===== config.mk =====
export PLATFORM = sky130hd
export DESIGN_NAME = sobel_work_item_dispatcher_flat
export DESIGN_NICKNAME = d
export VERILOG_FILES = /design/src/rtl/sobel_work_item_dispatcher_if.sv /design/src/rtl/sobel_work_item_dispatcher.sv /design/src/flat_wrapper.sv
export SDC_FILE = /design/constraint.sdc
export NUM_CORES = 1
export LEC_CHECK = 0
export CAP_MARGIN = 20
export CORE_MARGIN = 3
export CORE_UTILIZATION = 50
export DETAILED_ROUTE_END_ITERATION = 12
export GPL_ROUTABILITY_DRIVEN = 0
export PLACE_DENSITY = 0.83
export SLEW_MARGIN = 30
export SYNTH_ARGS = -nofsm -noshare
export SYNTH_HDL_FRONTEND = slang
export SYNTH_SLANG_ARGS = --single-unit

===== constraint.sdc =====
create_clock -name clock -period 4.5 [get_ports clock]
set_input_delay 0.675 -clock clock [delete_from_list [all_inputs] [get_ports clock]]
set_output_delay 0.675 -clock clock [all_outputs]
set_load 0.1 [all_outputs]

===== src/rtl/sobel_work_item_dispatcher_if.sv =====
`default_nettype none
// ============================================================================
// Module      : sobel_work_item_dispatcher_if
// Description : Issue-side handshake between the dispatcher and the first
//               basic block: offered work-item ids plus back-pressure.
// Revision    : 1.0 - initial release
// ============================================================================
interface sobel_work_item_dispatcher_if;
    logic        valid_out;
    logic        stall_in;
    logic [31:0] global_id;
    logic [31:0] local_id;
    logic [31:0] group_id;

    modport master (
        output valid_out,
        output global_id,
        output local_id,
        output group_id,
        input  stall_in
    );

    modport slave (
        input  valid_out,
        input  global_id,
        input  local_id,
        input  group_id,
        output stall_in
    );
endinterface
`default_nettype wire


===== src/rtl/sobel_work_item_dispatcher.sv =====
`default_nettype none
// ============================================================================
// Module      : sobel_work_item_dispatcher
// Description : Launches a kernel, issues work-item ids under an in-flight
//               limit and pulses finish once every item has exited.
// Revision    : 1.0 - initial release
// ============================================================================
module sobel_work_item_dispatcher #(
    parameter int LIVE_W = 16
) (
    input  wire logic                  clock,
    input  wire logic                  resetn,
    input  wire logic                  start,
    input  wire logic [31:0]           global_size,
    input  wire logic [31:0]           workgroup_size,
    input  wire logic [LIVE_W-1:0]     max_live,
    sobel_work_item_dispatcher_if.master issue,
    input  wire logic                  exit_valid,
    output logic                       exit_stall,
    output logic                       busy,
    output logic                       finish,
    output logic [LIVE_W-1:0]          num_live
);

    typedef enum logic [1:0] {
        IDLE  = 2'd0,
        ISSUE = 2'd1,
        DRAIN = 2'd2,
        DONE  = 2'd3
    } state_t;

    localparam logic [LIVE_W-1:0] C_LIVE_ONE = {{(LIVE_W-1){1'b0}}, 1'b1};

    state_t            state_q,     state_d;
    logic [31:0]       gsize_q,     gsize_d;
    logic [31:0]       wgsize_q,    wgsize_d;
    logic [31:0]       gid_q,       gid_d;
    logic [31:0]       lid_q,       lid_d;
    logic [31:0]       grp_q,       grp_d;
    logic [31:0]       completed_q, completed_d;
    logic [LIVE_W-1:0] live_q,      live_d;

    logic w_offer;
    logic w_accept;
    logic w_exit;

    // The offer depends only on state and live count, and live can only rise
    // through an acceptance, so a pending offer is never withdrawn.
    assign w_offer  = (state_q == ISSUE) &&
                      ((max_live == '0) || (live_q < max_live));
    assign w_accept = w_offer && !issue.stall_in;
    assign w_exit   = exit_valid && ((state_q == ISSUE) || (state_q == DRAIN));

    always_comb begin
        state_d     = state_q;
        gsize_d     = gsize_q;
        wgsize_d    = wgsize_q;
        gid_d       = gid_q;
        lid_d       = lid_q;
        grp_d       = grp_q;
        completed_d = completed_q + {31'd0, w_exit};
        live_d      = live_q;

        if (w_accept && !w_exit) begin
            live_d = live_q + C_LIVE_ONE;
        end else if (w_exit && !w_accept) begin
            live_d = live_q - C_LIVE_ONE;
        end

        case (state_q)
            IDLE: begin
                if (start) begin
                    gsize_d     = global_size;
                    wgsize_d    = (workgroup_size == 32'd0) ? 32'd1 : workgroup_size;
                    gid_d       = 32'd0;
                    lid_d       = 32'd0;
                    grp_d       = 32'd0;
                    completed_d = 32'd0;
                    live_d      = '0;
                    state_d     = (global_size == 32'd0) ? DONE : ISSUE;
                end
            end
            ISSUE: begin
                if (w_accept) begin
                    gid_d = gid_q + 32'd1;
                    if (lid_q == wgsize_q - 32'd1) begin
                        lid_d = 32'd0;
                        grp_d = grp_q + 32'd1;
                    end else begin
                        lid_d = lid_q + 32'd1;
                    end
                    if (gid_q == gsize_q - 32'd1) begin
                        state_d = DRAIN;
                    end
                end
            end
            DRAIN: begin
                if (w_exit && (completed_q + 32'd1 == gsize_q)) begin
                    state_d = DONE;
                end
            end
            DONE: begin
                state_d = IDLE;
            end
            default: begin
                state_d = IDLE;
            end
        endcase
    end

    always_ff @(posedge clock or negedge resetn) begin
        if (!resetn) begin
            state_q     <= IDLE;
            gsize_q     <= 32'd0;
            wgsize_q    <= 32'd1;
            gid_q       <= 32'd0;
            lid_q       <= 32'd0;
            grp_q       <= 32'd0;
            completed_q <= 32'd0;
            live_q      <= '0;
        end else begin
            state_q     <= state_d;
            gsize_q     <= gsize_d;
            wgsize_q    <= wgsize_d;
            gid_q       <= gid_d;
            lid_q       <= lid_d;
            grp_q       <= grp_d;
            completed_q <= completed_d;
            live_q      <= live_d;
        end
    end

    assign issue.valid_out = w_offer;
    assign issue.global_id = gid_q;
    assign issue.local_id  = lid_q;
    assign issue.group_id  = grp_q;
    assign exit_stall      = 1'b0;
    assign busy            = (state_q != IDLE);
    assign finish          = (state_q == DONE);
    assign num_live        = live_q;

endmodule
`default_nettype wire

===== src/flat_wrapper.sv =====
// flat-port wrapper written by rule: the top's interface ports become plain ports
module sobel_work_item_dispatcher_flat 
#(
    parameter int LIVE_W = 16
)
  (clock, resetn, start, global_size, workgroup_size, max_live, exit_valid, exit_stall, busy, finish, num_live, issue_valid_out, issue_global_id, issue_local_id, issue_group_id, issue_stall_in);
  sobel_work_item_dispatcher_if issue_i ();
  input  wire logic clock;
  input  wire logic resetn;
  input  wire logic start;
  input  wire logic [31:0] global_size;
  input  wire logic [31:0] workgroup_size;
  input  wire logic [LIVE_W-1:0] max_live;
  input  wire logic exit_valid;
  output logic exit_stall;
  output logic busy;
  output logic finish;
  output logic [LIVE_W-1:0] num_live;
  output wire logic [$bits(issue_i.valid_out)-1:0] issue_valid_out;
  output wire logic [$bits(issue_i.global_id)-1:0] issue_global_id;
  output wire logic [$bits(issue_i.local_id)-1:0] issue_local_id;
  output wire logic [$bits(issue_i.group_id)-1:0] issue_group_id;
  input wire logic [$bits(issue_i.stall_in)-1:0] issue_stall_in;
  assign issue_valid_out = issue_i.valid_out;
  assign issue_global_id = issue_i.global_id;
  assign issue_local_id = issue_i.local_id;
  assign issue_group_id = issue_i.group_id;
  assign issue_i.stall_in = issue_stall_in;
  sobel_work_item_dispatcher #(.LIVE_W(LIVE_W)) u_core (.clock(clock), .resetn(resetn), .start(start), .global_size(global_size), .workgroup_size(workgroup_size), .max_live(max_live), .issue(issue_i), .exit_valid(exit_valid), .exit_stall(exit_stall), .busy(busy), .finish(finish), .num_live(num_live));
endmodule

======== Yosys cells after proc, flatten, opt, wreduce, memory -nomap -nowiden ========
Index checks and enable logic that the tools add are counted.
operators by class
  add/subtract/negate cells ............... 9
  order comparisons ....................... 1
  equality and inequality tests ........... 11
  multiplexer cells ....................... 22
  reduce and logical (&&, ||, !) cells .... 21
operators by type and width
  kind                                                 number
  two-way mux 32 bit                                   9
  case mux 32 bit (2 select lines)                     3
  adder 32 x 1 -> 32 bit (second input constant)       4
  == test 32 bit                                       3
  zero test 32 bit                                     2
  two-way mux 16 bit                                   4
  subtractor 32 x 1 -> 32 bit (second input constant)  2
  adder 32 x 1 -> 32 bit                               1
  adder 16 x 1 -> 16 bit (second input constant)       1
  zero test 16 bit                                     1
  < comparator 16 bit                                  1
  subtractor 16 x 1 -> 16 bit (second input constant)  1
  two-way mux 2 bit                                    5
  inequality test 2 bit (second input constant)        4
  case mux 2 bit (4 select lines)                      1
  AND reduction 4 bit                                  2
  logical AND 1 bit                                    6
  == test 2 bit (second input constant)                2
  nonzero test 2 bit                                   2
  zero test 1 bit                                      3
  AND reduction 3 bit                                  1
  == test 2 x 1 -> 1 bit (second input constant)       1
  zero test 2 bit                                      1
  logical OR 1 bit                                     2
  other kinds (2)                                      2
word-level totals
  bits in registers ....................... 210
  bits of input ports ..................... 85
  word-level logic and storage cells ...... 72

======== Longest topological paths before layout ========
Gate-level depths: netlist of run 1.
  word-level depth ........................ 10
  depth in mapped cells ................... 14

======== Worst setup path after synthesis of run 1 ========
OpenSTA, ideal clock, no wires.
  path kind ............................... reg2reg
  from .................................... reg u_core.live_q[1] (netlist: u_core.num_live[1])
  to ...................................... reg u_core.live_q[13] (netlist: u_core.num_live[13])
  arrival time ............................ 3.726 ns
  path slack .............................. 0.654 ns
  cell stages (with the launch flop) ...... 11
  path buffers ............................ 1
  path through ............................ dfrtp_1 > ha_1 > a2111o_1 > a311o_1 > o21ai_0 > and4_1 > clkbuf_1 > nand4_1 > o32ai_1 > a21oi_1 > a31o_2
between the ends
  word-level cells in the longest chain between the ends .. 10
RTL lines
  element                   RTL line                           source
  start: declaration        sobel_work_item_dispatcher.sv:41   logic [LIVE_W-1:0] live_q, live_d;
  start signal: assignment  sobel_work_item_dispatcher.sv:129  live_q <= live_d;
  < comparator 16 bit       sobel_work_item_dispatcher.sv:50   ((max_live == '0) || (live_q < max_live));
  logical OR 1 bit          sobel_work_item_dispatcher.sv:50
  logical AND 1 bit         sobel_work_item_dispatcher.sv:49   assign w_offer = (state_q == ISSUE) &&
  logical AND 1 bit         sobel_work_item_dispatcher.sv:51   assign w_accept = w_offer && !issue.stall_in;
  zero test 1 bit           sobel_work_item_dispatcher.sv:66   end else if (w_exit && !w_accept) begin
  logical AND 1 bit         sobel_work_item_dispatcher.sv:66
  two-way mux 16 bit        sobel_work_item_dispatcher.sv:66
  two-way mux 16 bit (*)    sobel_work_item_dispatcher.sv:64   if (w_accept && !w_exit) begin
  two-way mux 16 bit        sobel_work_item_dispatcher.sv:72   if (start) begin
  two-way mux 16 bit (*)    sobel_work_item_dispatcher.sv:70   case (state_q)
  via u_core.live_d[13]     sobel_work_item_dispatcher.sv:41
The timed path passes the listed nets; every way through them passes the cells marked *.
A chain may end at the register's enable or synchronous reset.

======== Final worst setup path of run 1 ========
  from .................................... reg u_core.gsize_q[4]
  to ...................................... reg u_core.state_q[1]
between the ends
  word-level cells in the longest chain between the ends .. 4
RTL lines
  element                                                        RTL line                                                            source
  start: declaration                                             sobel_work_item_dispatcher.sv:35                                    logic [31:0] gsize_q, gsize_d;
  start signal: assignment                                       sobel_work_item_dispatcher.sv:123                                   gsize_q <= gsize_d;
  subtractor 32 x 1 -> 32 bit or == test 32 bit (tied branches)  sobel_work_item_dispatcher.sv:92, sobel_work_item_dispatcher.sv:98
  == test 32 bit or logical AND 1 bit (tied branches)            sobel_work_item_dispatcher.sv:92, sobel_work_item_dispatcher.sv:98
  inequality test 2 bit (no line)                                -
  AND reduction 4 bit (no line) (*)                              -
  end signal: assignment                                         sobel_work_item_dispatcher.sv:122                                   state_q <= state_d;
  end: declaration                                               sobel_work_item_dispatcher.sv:34                                    state_t state_q, state_d;
Mark *: on every way between the ends. The rest lies on a longest branch, timed or not.

==> results of run 1 <==
## layout by cell type, fill, tap and decap left out, types with 6 or more instances in the layout
master           instances
nor4_1                  56
inv_1                   49
a31oi_1                 13
o31ai_1                  8
nand2b_1                16
clkbuf_16               25
or3_1                   34
or4_1                   24
nand2_1                284
clkdlybuf4s50_1        194
buf_4                   25
nor2_1                 163
xnor2_1                117
clkbuf_1                 6
nand4_1                 50
a21oi_1                 54
mux2i_1                 17
nor3_1                  49
and2_1                  10
clkbuf_8                 6
a211oi_1                 6
or2_2                    7
ha_1                    29
o32ai_1                  9
o22ai_1                  8
xor2_1                  96
nand3_1                 80
and4_1                  10
and3_1                  23
dfrtp_1                209
o21ai_0                 52
## area by class of cell
cell class,count,area [um^2]
clock buffer,37,731
clock inverter,7,98.8
fill,2287,10100
inverter,49,184
multi-input combinational,1333,8130
sequential,210,5260
tap,372,465
timing repair buffer,224,2180
## sequential cells by signal (all words and copies together), names as in the netlist
register	cells
u_core.state_q	2
u_core.issue.group_id	32
u_core.gsize_q	32
u_core.completed_q	32
u_core.wgsize_q	32
u_core.issue.global_id	32
u_core.issue.local_id	32
u_core.num_live	16
## worst max-delay path by stage
| stage | depth (start not counted) | to |
|---|---|---|
| after floorplan | 10 | u_core.num_live[13]$_DFF_PN0_ |
| after global placement | 11 | u_core.state_q[1]$_DFFE_PN0P_ |
| after detailed placement | 11 | u_core.state_q[1]$_DFFE_PN0P_ |
| after CTS | 9 | u_core.state_q[1]$_DFFE_PN0P_ |
| after global routing | 9 | u_core.state_q[1]$_DFFE_PN0P_ |
| final | 9 | u_core.state_q[1]$_DFFE_PN0P_ |
## per-layer routing
layer | track usage | vias up | wire length (um) | part of all wire
li1 | - | 6261 | - | -
met4 | 0.0943 | 0 | 1510 | 0.037
met3 | 0.0386 | 112 | 2970 | 0.072
met1 | 0.340 | 6364 | 16900 | 0.41
met5 | 0 | - | 0 | 0
met2 | 0.457 | 599 | 19700 | 0.48
## worst reg2reg max path: stages, from the launching register on
cell       delay (ns)
dfrtp_1          0.48
or4_1            0.74
or4b_1           0.71
nor3_1           0.27
xnor2_1          0.14
nor4_1           0.47
o2111ai_1        0.23
a2111oi_2        0.61
o2bb2ai_1        0.20
mux2_1           0.33
## kinds of logic after synthesis
logic type | Yosys count | share of synthesized area
AO/OA/AOI/OAI | 228 | 0.111
buffers and inverters | 145 | 0.0414
multiplexers | 20 | 0.0146
XOR/XNOR | 213 | 0.134
other | 1 | 0.000269
flip-flops | 210 | 0.377
AND/OR/NAND/NOR | 842 | 0.297
adder cells (fa/ha/maj) | 29 | 0.0260
## metrics by stage
stage                     hold slack (ns)  power [mW]
final                               0.176        8.28
after global placement              0.483        6.10
after floorplan                     0.379        5.25
after detailed placement            0.488        6.20
after CTS                           0.324        8.27
after global routing                0.273        8.70
## power by group through the flow
stage	Clock (mW)	Sequential [mW]	Combinational (mW)
floorplan	0	3.43	1.82
global placement	0	2.76	3.34
detailed placement	0	2.77	3.43
CTS	2.07	2.75	3.45
global route	2.15	2.82	3.74
finish	2.04	2.77	3.46
==> impl_metrics.py, run 1 <==
metrics = {
    "run_status": {
        "status": "completed",
    },
    "sta": {
        "slew_headroom": 0.305,
        "hold_viol_final": 0,
        "finClkSkew_ns": 0.00988,
        "rsz0062_at_grt": "no",
        "setup_viol": 0,
        "drv_slew": 0,
        "fin_crit_sh": 0.952,
        "worstMarginPinSlew_ns": 1.04,
        "worst_slack_ns": 0.215,
        "clock.fmax_mhz": 233,
        "setup_tns_ns": 0,
        "period_minus_slack_ns": 4.29,
    },
    "clock_network": {
        "cts_tree": "built",
        "clock_latency_ns": 0.52,
        "cts-root-buf": "clkbuf_16",
        "clock-sinks": 210,
        "clkTransAtPathRegs_ns": 0.06,
        "h-tree-depth": 1,
        "cts_hold_buffers": 0,
        "cts_buffers": 24,
        "postCtsSetupRepairBufs": 0,
        "cts.path.max_buffers": 3,
        "post_cts_resized": 0,
    },
    "power": {
        "powerDensity_mw_per_mm2": 486,
        "pwr-share-comb": 0.418,
        "p_leak_nw": 7.40,
        "p_int_mw": 4.59,
        "p_switching_mw": 3.69,
        "share_seq_of_total_power": 0.335,
        "swShare": 0.446,
        "ir_worst_vdd_v": 0.000634,
        "clockPowerShare": 0.247,
    },
    "logic_synthesis": {
        "synth_edf_count": 0,
        "ys_types": 80,
        "synth_area_mm2": 0.0140,
        "ys_ff_latch": 210,
        "postSynthCellCount": 1688,
        "postSynthAreaPerCell_um2": 8.27,
        "yosysSeqAreaShare": 0.377,
        "synth_warnings": 0,
        "synthTopCellsByArea": "dfrtp_1, nand2_1, xnor2_1, xor2_1, nor2_1",
        "synth_nets": 1802,
        "synth_top_cell_area_share": 0.375,
        "synth_area_leader_cell": "dfrtp_1",
        "synth_flop_cell": "dfrtp_1",
        "synth.most_common_cell": "nand2_1",
        "yosys-top-cells-count": "nand2_1, dfrtp_1, nor2_1, xnor2_1, xor2_1",
        "synthArstFlopShare": 1.00,
    },
    "drt": {
        "drc": 0,
        "viasPerCell": 5.97,
        "wl_per_cell_um": 18.4,
        "dr.pass1.iters": 6,
        "ant_nets": 0,
        "drt_iter0_drc": 1155,
        "wl_um": 41100,
        "vias": 13300,
    },
    "finish": {
        "finalInstanceArea_mm2": 0.0170,
        "antenna_cells": 0,
        "nNetsFinal": 1956,
        "drive_gt1_frac": 0.0559,
        "area_delta_synth_final_pct": 22.2,
        "fin_util": 0.627,
        "post_layout_nonfiller_instances": 2232,
    },
    "placement": {
        "dpl.cell_count": 2188,
        "dp_hpwl_um": 29700,
        "dpl_worst_slack_ns": 0.244,
        "port_buffers": 199,
        "placed_cell_area_mm2": 0.0162,
    },
    "setup_path": {
        "start_kind": "flop",
        "r2r-end": "u_core.state_q[1]$_DFFE_PN0P_",
        "required_ns": 4.91,
        "r2r_start": "u_core.gsize_q[4]$_DFFE_PN0P_",
        "rr_worst_depth": 9,
        "end_kind": "flop",
        "critPathMaxStageDelay_ns": 0.73,
        "cp_num_buf_inv": 0,
        "r2r_setup_slack_ns": 0.21,
        "timing.critical_path.from": "u_core.gsize_q[4]$_DFFE_PN0P_",
        "path_cells": "or4_1 -> or4b_1 -> nor3_1 -> xnor2_1 -> nor4_1 -> o2111ai_1 -> a2111oi_2 -> o2bb2ai_1 -> mux2_1",
        "crit_slowest_cell": "or4_1",
        "critical_path.top_delay_family": "simple AND/OR/NAND/NOR gates",
        "arrival_ns": 4.69,
        "worstPathMaxFanout": 9,
        "criticalPathCategory": "flop to flop",
    },
    "global_routing": {
        "grt_pass1_wl_um": 66800,
        "overflow": 0,
        "grt_max_degree": 115,
        "grt_usage": 0.265,
        "antenna_found_initial": 0,
        "grt_pass1_vias": 13100,
    },
    "floorplanning": {
        "fp-row-count": 60,
        "core_area_mm2": 0.0272,
        "die_w_um": 173,
        "die_area_mm2": 0.0299,
        "initial_core_util": 0.513,
        "pin_count": 201,
        "fp.dieH_um": 173,
    },
    "worst_hold_path": {
        "min_path_type": "input port to asynchronous set/reset pin",
    },
    "job": {
        "cap_violations": 0,
    },
}
Note: power is estimated with default switching activity, not from simulation.
==> inputs of run 2 (changes only) <==
--- a/config.mk
+++ b/config.mk
@@ -5,12 +5,12 @@
 export SDC_FILE = /design/constraint.sdc
 export NUM_CORES = 1
 export LEC_CHECK = 0
-export CAP_MARGIN = 20
 export CORE_MARGIN = 3
 export CORE_UTILIZATION = 50
 export DETAILED_ROUTE_END_ITERATION = 12
 export GPL_ROUTABILITY_DRIVEN = 0
-export PLACE_DENSITY = 0.83
+export HOLD_SLACK_MARGIN = 0.06
+export PLACE_DENSITY = 0.72
 export SLEW_MARGIN = 30
 export SYNTH_ARGS = -nofsm -noshare
 export SYNTH_HDL_FRONTEND = slang
==> impl_metrics.py, run 2 (synthesized netlist as in run 1, its figures left out) <==
metrics = {
    "clock_network": {
        "postCtsSetupRepairBufs": 0,
        "cts.path.max_buffers": 3,
        "clkTransAtPathRegs_ns": 0.06,
        "clock_latency_ns": 0.54,
        "cts-root-buf": "clkbuf_16",
        "h-tree-depth": 1,
        "cts_buffers": 25,
        "post_cts_resized": 0,
        "clock-sinks": 210,
        "cts_tree": "built",
        "cts_hold_buffers": 0,
    },
    "global_routing": {
        "grt_max_degree": 99,
        "use_met3": 0.0395,
        "grt_pass1_vias": 12800,
        "grt_pass1_wl_um": 66100,
        "grt_use_met2": 0.445,
        "grt_usage": 0.264,
        "met1_usage": 0.347,
        "top_usage_layer": "met2",
        "antenna_found_initial": 0,
        "overflow": 0,
    },
    "sta": {
        "fin_crit_sh": 0.956,
        "drv_slew": 0,
        "clock.fmax_mhz": 233,
        "hold_viol_final": 0,
        "period_minus_slack_ns": 4.30,
        "setup_viol": 0,
        "setup_tns_ns": 0,
        "whs_ns": 0.215,
        "worstMarginPinSlew_ns": 1.06,
        "slew_headroom": 0.294,
        "rsz0062_at_grt": "no",
        "finClkSkew_ns": 0.0154,
    },
    "finish": {
        "fin_util": 0.629,
        "layout_commonest_cell": "nand2_1",
        "finalInstanceArea_mm2": 0.0171,
        "antenna_cells": 0,
        "drive_gt1_frac": 0.0621,
        "mostFrequentLayoutCells": "nand2_1, dfrtp_1, clkdlybuf4s50_1, nor2_1, xnor2_1",
        "area_delta_synth_final_pct": 22.5,
        "nNetsFinal": 1964,
    },
    "placement": {
        "port_buffers": 199,
        "dp_hpwl_um": 30500,
        "placed_cell_area_mm2": 0.0163,
    },
    "drt": {
        "drc": 0,
        "ant_nets": 0,
        "drt_iter0_drc": 1109,
        "dr.pass1.iters": 7,
        "wl_per_cell_um": 18.3,
        "wl_um": 41000,
        "viasPerCell": 5.89,
        "vias": 13200,
    },
    "power": {
        "p_leak_nw": 7.45,
        "powerDensity_mw_per_mm2": 481,
        "ir_worst_vdd_v": 0.000460,
        "power_mw": 8.23,
    },
    "floorplanning": {
        "die_w_um": 173,
        "die_area_mm2": 0.0299,
        "initial_core_util": 0.513,
        "core_area_mm2": 0.0272,
        "pin_count": 201,
        "fp-row-count": 60,
        "fp.dieH_um": 173,
    },
    "worst_hold_path": {
        "min_path_type": "input port to asynchronous set/reset pin",
    },
    "setup_path": {
        "start_kind": "flop",
        "r2r-end": "u_core.state_q[1]$_DFFE_PN0P_",
        "criticalPathCategory": "flop to flop",
        "r2r_setup_slack_ns": 0.20,
        "required_ns": 4.91,
        "r2r_start": "u_core.gsize_q[6]$_DFFE_PN0P_",
        "end_kind": "flop",
        "arrival_ns": 4.71,
        "rr_worst_depth": 9,
        "worstPathMaxFanout": 9,
    },
    "job": {
        "cap_violations": 0,
    },
    "run_status": {
        "status": "completed",
    },
}
-- run 2: cell types whose count changed in the layout (fill, tap and decap cells not counted), sizes merged --
cell,before,now
clkinvlp,1,2
buf,30,39
clkdlybuf4s50,194,191
inv,49,51
bufinv,2,1
-- run 2: final cells by class --
| cell class | count | area (um^2) |
|---|---|---|
| clock buffers | 36 | 727 |
| clock inverters | 9 | 104 |
| fillers | 2388 | 10100 |
| inverters | 49 | 184 |
| multi-input cells | 1333 | 8130 |
| flip-flops and latches | 210 | 5260 |
| well taps | 372 | 465 |
| repair buffers | 231 | 2230 |
-- run 2: power breakdown --
part / internal, mW / total, mW / leakage [nW] / switching (mW)
Clock: 1.19 / 2.02 / 0.403 / 0.831
Sequential: 2.17 / 2.75 / 2.79 / 0.581
Combinational: 1.19 / 3.46 / 4.26 / 2.27
-- run 2: worst max-delay path, stage by stage (launching register included) --
cell       delay (ns)
dfrtp_1          0.47
or4_1            0.71
or4b_1           0.72
nor3_1           0.27
xnor2_1          0.14
nor4_1           0.50
o2111ai_1        0.24
a2111oi_2        0.59
o2bb2ai_1        0.20
mux2_1           0.33
-- run 2: worst max-delay path by stage --
stage | slack (ns) | depth (start not counted) | to | start
6_report | 0.20 | 9 | u_core.state_q[1]$_DFFE_PN0P_ | u_core.gsize_q[6]$_DFFE_PN0P_
2_1_floorplan | 0.65 | 10 | u_core.num_live[13]$_DFF_PN0_ | u_core.num_live[1]$_DFF_PN0_
3_5_place_dp | 0.19 | 11 | u_core.state_q[1]$_DFFE_PN0P_ | max_live[1]
5_1_grt | 0.14 | 9 | u_core.state_q[1]$_DFFE_PN0P_ | u_core.gsize_q[6]$_DFFE_PN0P_
3_3_place_gp | 0.22 | 11 | u_core.state_q[1]$_DFFE_PN0P_ | max_live[1]
4_1_cts | 0.27 | 9 | u_core.state_q[1]$_DFFE_PN0P_ | u_core.gsize_q[6]$_DFFE_PN0P_
-- run 2: layer usage --
layer  wire (um)  share of wire
met5           0              0
met4        1510          0.037
met3        2550          0.062
met2       19600           0.48
met1       17400           0.42
-- run 2: metrics by stage --
| stage | cells | setup WS (ns) |
|---|---|---|
| finish | 2240 | 0.199 |
| global route | 2240 | 0.135 |
| CTS | 2240 | 0.274 |
| detailed placement | 2195 | 0.187 |
| global placement | 2195 | 0.223 |
| floorplan | 1688 | 0.654 |
